$ cat config.mk
export PLATFORM = sky130hd
export DESIGN_NAME = sync_fifo_flat
export DESIGN_NICKNAME = d
export VERILOG_FILES = /design/src/rtl/fifo_pkg.sv /design/src/rtl/fifo_if.sv /design/src/rtl/fifo_mem.sv /design/src/rtl/sync_fifo.sv /design/src/flat_wrapper.sv
export SDC_FILE = /design/constraint.sdc
export NUM_CORES = 1
export LEC_CHECK = 0
export BUFFER_PORTS_ARGS = -buffer_cell sky130_fd_sc_hd__buf_2
export CORE_ASPECT_RATIO = 0.7
export CORE_MARGIN = 5
export CORE_UTILIZATION = 25
export CTS_BUF_LIST = sky130_fd_sc_hd__clkbuf_16
export DETAILED_ROUTE_END_ITERATION = 16
export GPL_TIMING_DRIVEN = 0
export SETUP_SLACK_MARGIN = 0.4
export SKIP_LAST_GASP = 1
export SYNTH_ARGS = -nofsm -noshare
export SYNTH_HDL_FRONTEND = slang
export SYNTH_SLANG_ARGS = --single-unit
export TNS_END_PERCENT = 50
$ cat constraint.sdc
create_clock -name clk_i -period 3 [get_ports clk_i]
set_clock_uncertainty 0.2 [all_clocks]
set_input_delay 0 -clock clk_i [delete_from_list [all_inputs] [get_ports clk_i]]
set_output_delay 0 -clock clk_i [all_outputs]
set_load 0.01 [all_outputs]
$ cat src/rtl/fifo_pkg.sv
// Shared defaults and word type for the single-clock FIFO.
package fifo_pkg;
    localparam int unsigned WIDTH_DEF = 8;
    localparam int unsigned DEPTH_DEF = 16;

    typedef logic [WIDTH_DEF-1:0] word_t;
endpackage

$ cat src/rtl/fifo_if.sv
// Producer/consumer handshake bundle for sync_fifo.
interface fifo_intf
    import fifo_pkg::*;
#(
    parameter int unsigned WIDTH = WIDTH_DEF
);
    logic [WIDTH-1:0] wdata_i;
    logic             wr_en_i;
    logic             rd_en_i;
    logic [WIDTH-1:0] rdata_o;
    logic             empty_o;
    logic             full_o;
    logic             error_o;

    modport master (
        output wdata_i, wr_en_i, rd_en_i,
        input  rdata_o, empty_o, full_o, error_o
    );

    modport slave (
        input  wdata_i, wr_en_i, rd_en_i,
        output rdata_o, empty_o, full_o, error_o
    );
endinterface

$ cat src/rtl/fifo_mem.sv
// DEPTH x WIDTH register array: synchronous write, asynchronous read.
module fifo_mem
    import fifo_pkg::*;
#(
    parameter int unsigned WIDTH = WIDTH_DEF,
    parameter int unsigned DEPTH = DEPTH_DEF,
    parameter int unsigned ADDR_W = $clog2(DEPTH)
) (
    input  logic              clk,
    input  logic              wr_en,
    input  logic [ADDR_W-1:0] wr_addr,
    input  logic [WIDTH-1:0]  wr_data,
    input  logic [ADDR_W-1:0] rd_addr,
    output logic [WIDTH-1:0]  rd_data
);
    logic [WIDTH-1:0] mem [DEPTH];

    always_ff @(posedge clk) begin
        if (wr_en) begin
            mem[wr_addr] <= wr_data;
        end
    end

    assign rd_data = mem[rd_addr];
endmodule

$ cat src/rtl/sync_fifo.sv
// Single-clock FIFO with registered read data and overflow/underflow error flag.
module sync_fifo
    import fifo_pkg::*;
#(
    parameter int unsigned WIDTH = WIDTH_DEF,
    parameter int unsigned DEPTH = DEPTH_DEF
) (
    input  logic    clk_i,
    input  logic    rst_i,
    fifo_intf.slave bus
);
    localparam int unsigned PTR_W = $clog2(DEPTH);

    logic [PTR_W:0]   wr_ptr;
    logic [PTR_W:0]   rd_ptr;
    logic [WIDTH-1:0] rdata_q;
    logic [WIDTH-1:0] mem_rdata;
    logic             error_q;
    logic             empty;
    logic             full;
    logic             do_wr;
    logic             do_rd;
    logic             illegal;

    assign empty = (wr_ptr == rd_ptr);
    assign full  = (wr_ptr[PTR_W-1:0] == rd_ptr[PTR_W-1:0]) &&
                   (wr_ptr[PTR_W] != rd_ptr[PTR_W]);

    // A read on a full FIFO frees the slot the write lands in on the same edge.
    assign do_rd   = bus.rd_en_i && !empty;
    assign do_wr   = bus.wr_en_i && (!full || do_rd);
    assign illegal = (bus.wr_en_i && !do_wr) || (bus.rd_en_i && !do_rd);

    fifo_mem #(
        .WIDTH (WIDTH),
        .DEPTH (DEPTH),
        .ADDR_W(PTR_W)
    ) u_mem (
        .clk    (clk_i),
        .wr_en  (do_wr),
        .wr_addr(wr_ptr[PTR_W-1:0]),
        .wr_data(bus.wdata_i),
        .rd_addr(rd_ptr[PTR_W-1:0]),
        .rd_data(mem_rdata)
    );

    always_ff @(posedge clk_i) begin
        if (rst_i) begin
            wr_ptr  <= '0;
            rd_ptr  <= '0;
            rdata_q <= '0;
            error_q <= 1'b0;
        end else begin
            error_q <= illegal;
            if (do_wr) begin
                wr_ptr <= wr_ptr + (PTR_W+1)'(1);
            end
            if (do_rd) begin
                rd_ptr  <= rd_ptr + (PTR_W+1)'(1);
                rdata_q <= mem_rdata;
            end
        end
    end

    assign bus.rdata_o = rdata_q;
    assign bus.empty_o = empty;
    assign bus.full_o  = full;
    assign bus.error_o = error_q;
endmodule

$ cat src/flat_wrapper.sv
// flat-port wrapper written by rule: the top's interface ports become plain ports
module sync_fifo_flat import fifo_pkg::*;
#(
    parameter int unsigned WIDTH = WIDTH_DEF,
    parameter int unsigned DEPTH = DEPTH_DEF
)
  (clk_i, rst_i, bus_wdata_i, bus_wr_en_i, bus_rd_en_i, bus_rdata_o, bus_empty_o, bus_full_o, bus_error_o);
  fifo_intf #(.WIDTH(WIDTH)) bus_i ();
  input  logic clk_i;
  input  logic rst_i;
  input wire logic [$bits(bus_i.wdata_i)-1:0] bus_wdata_i;
  input wire logic [$bits(bus_i.wr_en_i)-1:0] bus_wr_en_i;
  input wire logic [$bits(bus_i.rd_en_i)-1:0] bus_rd_en_i;
  output wire logic [$bits(bus_i.rdata_o)-1:0] bus_rdata_o;
  output wire logic [$bits(bus_i.empty_o)-1:0] bus_empty_o;
  output wire logic [$bits(bus_i.full_o)-1:0] bus_full_o;
  output wire logic [$bits(bus_i.error_o)-1:0] bus_error_o;
  assign bus_i.wdata_i = bus_wdata_i;
  assign bus_i.wr_en_i = bus_wr_en_i;
  assign bus_i.rd_en_i = bus_rd_en_i;
  assign bus_rdata_o = bus_i.rdata_o;
  assign bus_empty_o = bus_i.empty_o;
  assign bus_full_o = bus_i.full_o;
  assign bus_error_o = bus_i.error_o;
  sync_fifo #(.WIDTH(WIDTH), .DEPTH(DEPTH)) u_core (.clk_i(clk_i), .rst_i(rst_i), .bus(bus_i));
endmodule
==> results.py <==
metrics = {
    "synthesis": {
        "synthArstFlopShare": 0,
        "synthesis.area_per_instance_sq_um": 17.5,
        "ys_warn_count": 0,
        "ys.flop_type": "edfxtp_1",
        "netlist_area_sq_um": 5950,
        "postSynthCellCount": 341,
        "synth_edf_count": 128,
        "ys_ff_latch": 147,
        "ys_types": 38,
        "yosysTopAreaCell": "edfxtp_1",
        "synth_top_area_share": 0.646,
        "synth_seq_area_share": 0.710,
        "synth_area_leaders": "edfxtp_1 (65%), dfxtp_1 (6.4%), mux4_2 (6.1%)",
        "synth_fp_nets": 358,
    },
    "clock_network": {
        "clk_pin_slew_ps": 70,
        "cts_buffer_depth": 2,
        "cts_buffers": 17,
        "insertion_delay_ps": 430,
        "htreeDepth": 4,
        "root_buffer": "clkbuf_16",
        "cts_tree": "built",
        "cts_sinks": 147,
    },
    "worst_setup_path": {
        "r2r_cells": 6,
        "crit_type": "flip-flop to flip-flop",
        "r2r_start": "u_core.wr_ptr[2]$_SDFFE_PP0P_",
        "endpoint": "u_core.u_mem.mem[4][6]$_DFFE_PP_",
        "crit_start": "u_core.wr_ptr[2]$_SDFFE_PP0P_",
        "r2r_setup_slack_ps": 210,
        "cp.arrival_ps": 2640,
        "crit_fanout": 10,
        "crit_path_end_kind": "flip-flop",
        "r2r_end": "u_core.u_mem.mem[4][6]$_DFFE_PP_",
        "worstPathRequired_ps": 2860,
        "cp-start-kind": "flip-flop",
    },
    "die": {
        "die-width_um": 194,
        "initial_core_util": 0.253,
        "core_sq_um": 23500,
        "ios": 23,
        "die_area_sq_um": 27000,
        "rows": 47,
        "die_height_um": 139,
    },
    "power_and_ir_drop": {
        "ir_drop_mv": 0.276,
        "finalPower_mw": 5.00,
        "power_density_nw_per_um2": 686,
        "p_leak_nw": 2.32,
    },
    "global_route": {
        "grt_overflow": 0,
        "grt_max_degree": 19,
        "antenna_found_initial": 0,
        "grt_pass1_wl_mm": 20.8,
        "grt_pass1_vias": 3346,
        "grt_usage": 0.102,
    },
    "route": {
        "ant_nets": 0,
        "routed_wl_mm": 13.5,
        "vias": 3311,
        "drt_pass1_iterations": 4,
        "drc": 0,
        "drt_iter0_markers": 303,
        "avgViaCountPerCell": 4.55,
        "wire_per_inst_um": 18.6,
    },
    "sta": {
        "hold_violations": 0,
        "relSlewSlack": 0.203,
        "rsz0062_at_grt": "true",
        "fin_crit_ps": 2790,
        "worst_hold_slack_ps": 297,
        "fmax_mhz": 359,
        "fin_crit_sh": 0.929,
        "worst_pin_slew_ps": 1190,
        "setup_viol": 0,
        "setup_tns_ps": 0,
        "drv_slew": 0,
    },
    "final_layout": {
        "finalInstanceArea_sq_um": 7280,
        "final_common_cell": "edfxtp_1",
        "final_cell_mix": "edfxtp_1 (128), buf_2 (27), nor2_1 (22)",
        "nNetsFinal": 413,
        "syn2layout_area_growth_pct": 22.3,
        "antenna_cells": 0,
        "post-route-util": 0.310,
        "final_layout_size_suffix_gt1_frac": 0.293,
    },
    "status": {
        "status": "finished clean",
    },
    "flow_run": {
        "max_cap_viol_count": 0,
    },
    "min_path": {
        "hold_path_class": "flip-flop to flip-flop",
    },
    "placement": {
        "port_buffers": 21,
        "placed_cell_area_sq_um": 6470,
        "dpl.hpwl_mm": 8.79,
        "gp_congestion": 0.835,
    },
}
==> how the worst min path moves through the flow <==
stage / to / depth (start not counted) / start
finish: u_core.bus.rdata_o[2]$_SDFFE_PP0P_ / 2 / u_core.bus.rdata_o[2]$_SDFFE_PP0P_
detailed placement: u_core.wr_ptr[3]$_SDFFE_PP0P_ / 3 / rst_i
CTS: u_core.bus.rdata_o[2]$_SDFFE_PP0P_ / 2 / u_core.bus.rdata_o[2]$_SDFFE_PP0P_
floorplan: u_core.u_mem.mem[0][0]$_DFFE_PP_ / 0 / bus_wdata_i[0]
global route: u_core.bus.rdata_o[1]$_SDFFE_PP0P_ / 2 / u_core.bus.rdata_o[1]$_SDFFE_PP0P_
global placement: u_core.wr_ptr[3]$_SDFFE_PP0P_ / 3 / rst_i
==> final cells by class <==
type                       instances  area, sq um
timing repair buffer              36          260
tap                              318          398
clock inverter                    15          184
multi-input combinational        172         1640
buffer                            20          146
fill                            2335        16200
sequential                       147         4220
inverter                           2         7.51
clock buffer                      17          425
==> cells in the mapped netlist, drive strengths merged, types with 2 or more instances <==
library cell	number
dfxtp	19
nor2b	9
ha	5
edfxtp	128
dlygate4sd1	2
clkbuf	4
xor2	4
mux2	17
inv	2
o22ai	8
nand2b	4
a211oi	16
a21oi	4
nor3	21
nand2	8
xnor2	7
nor2	31
nand4	2
buf	14
mux4	24
o21ai	4
==> worst max-delay path: stages (launching register included) <==
cell     delay (ps)
dfxtp_1         300
buf_2           290
xnor2_1         120
nand4_2         250
o31a_1          350
nand2_1         330
nor2_2          570
==> stage by stage <==
stage	setup WS, ps	cells
floorplan	634	341
detailed placement	14.3	680
CTS	191	725
global placement	-209	680
global route	91.8	727
finish	213	727
==> cells by family after synthesis <==
logic type / after synthesis / share of synthesized area
flops: 147 / 0.710
mux: 42 / 0.130
simple gates: 78 / 0.0628
compound gates: 36 / 0.0454
buf+inv: 22 / 0.0259
fa+ha+maj: 5 / 0.0105
xor+xnor: 11 / 0.0162
==> per-layer routing <==
layer  vias to the layer above  part of all wire  GRT usage
met1                      1717              0.46      0.144
met4                         0             0.012     0.0311
met5                         -                 0          0
met3                        14             0.078     0.0287
met2                       104              0.45      0.152
li1                       1476                 -          -
==> flip-flops by register name (all words and copies together), names as in the netlist <==
name / flops
u_core.rd_ptr: 5
u_core.bus.error_o: 1
u_core.u_mem.mem: 128
u_core.bus.rdata_o: 8
u_core.wr_ptr: 5
==> report_power, final <==
group / internal, mW / switching (mW) / leakage (nW) / total, mW
clock network: 1.13 / 0.993 / 0.298 / 2.13
registers: 2.28 / 0.0277 / 1.31 / 2.30
logic: 0.229 / 0.338 / 0.714 / 0.567
total: 3.64 / 1.36 / 2.32 / 5.00
==> what timing repair did <==
item	4_1_cts	5_1_grt
endpoints found under the setup margin	106	107
buffers inserted	1	2
pin swaps	1	2
hold endpoints to repair	137	0
resized for setup	5	9
hold buffers	12	0
No activity file was read; power rests on OpenSTA's default activity.
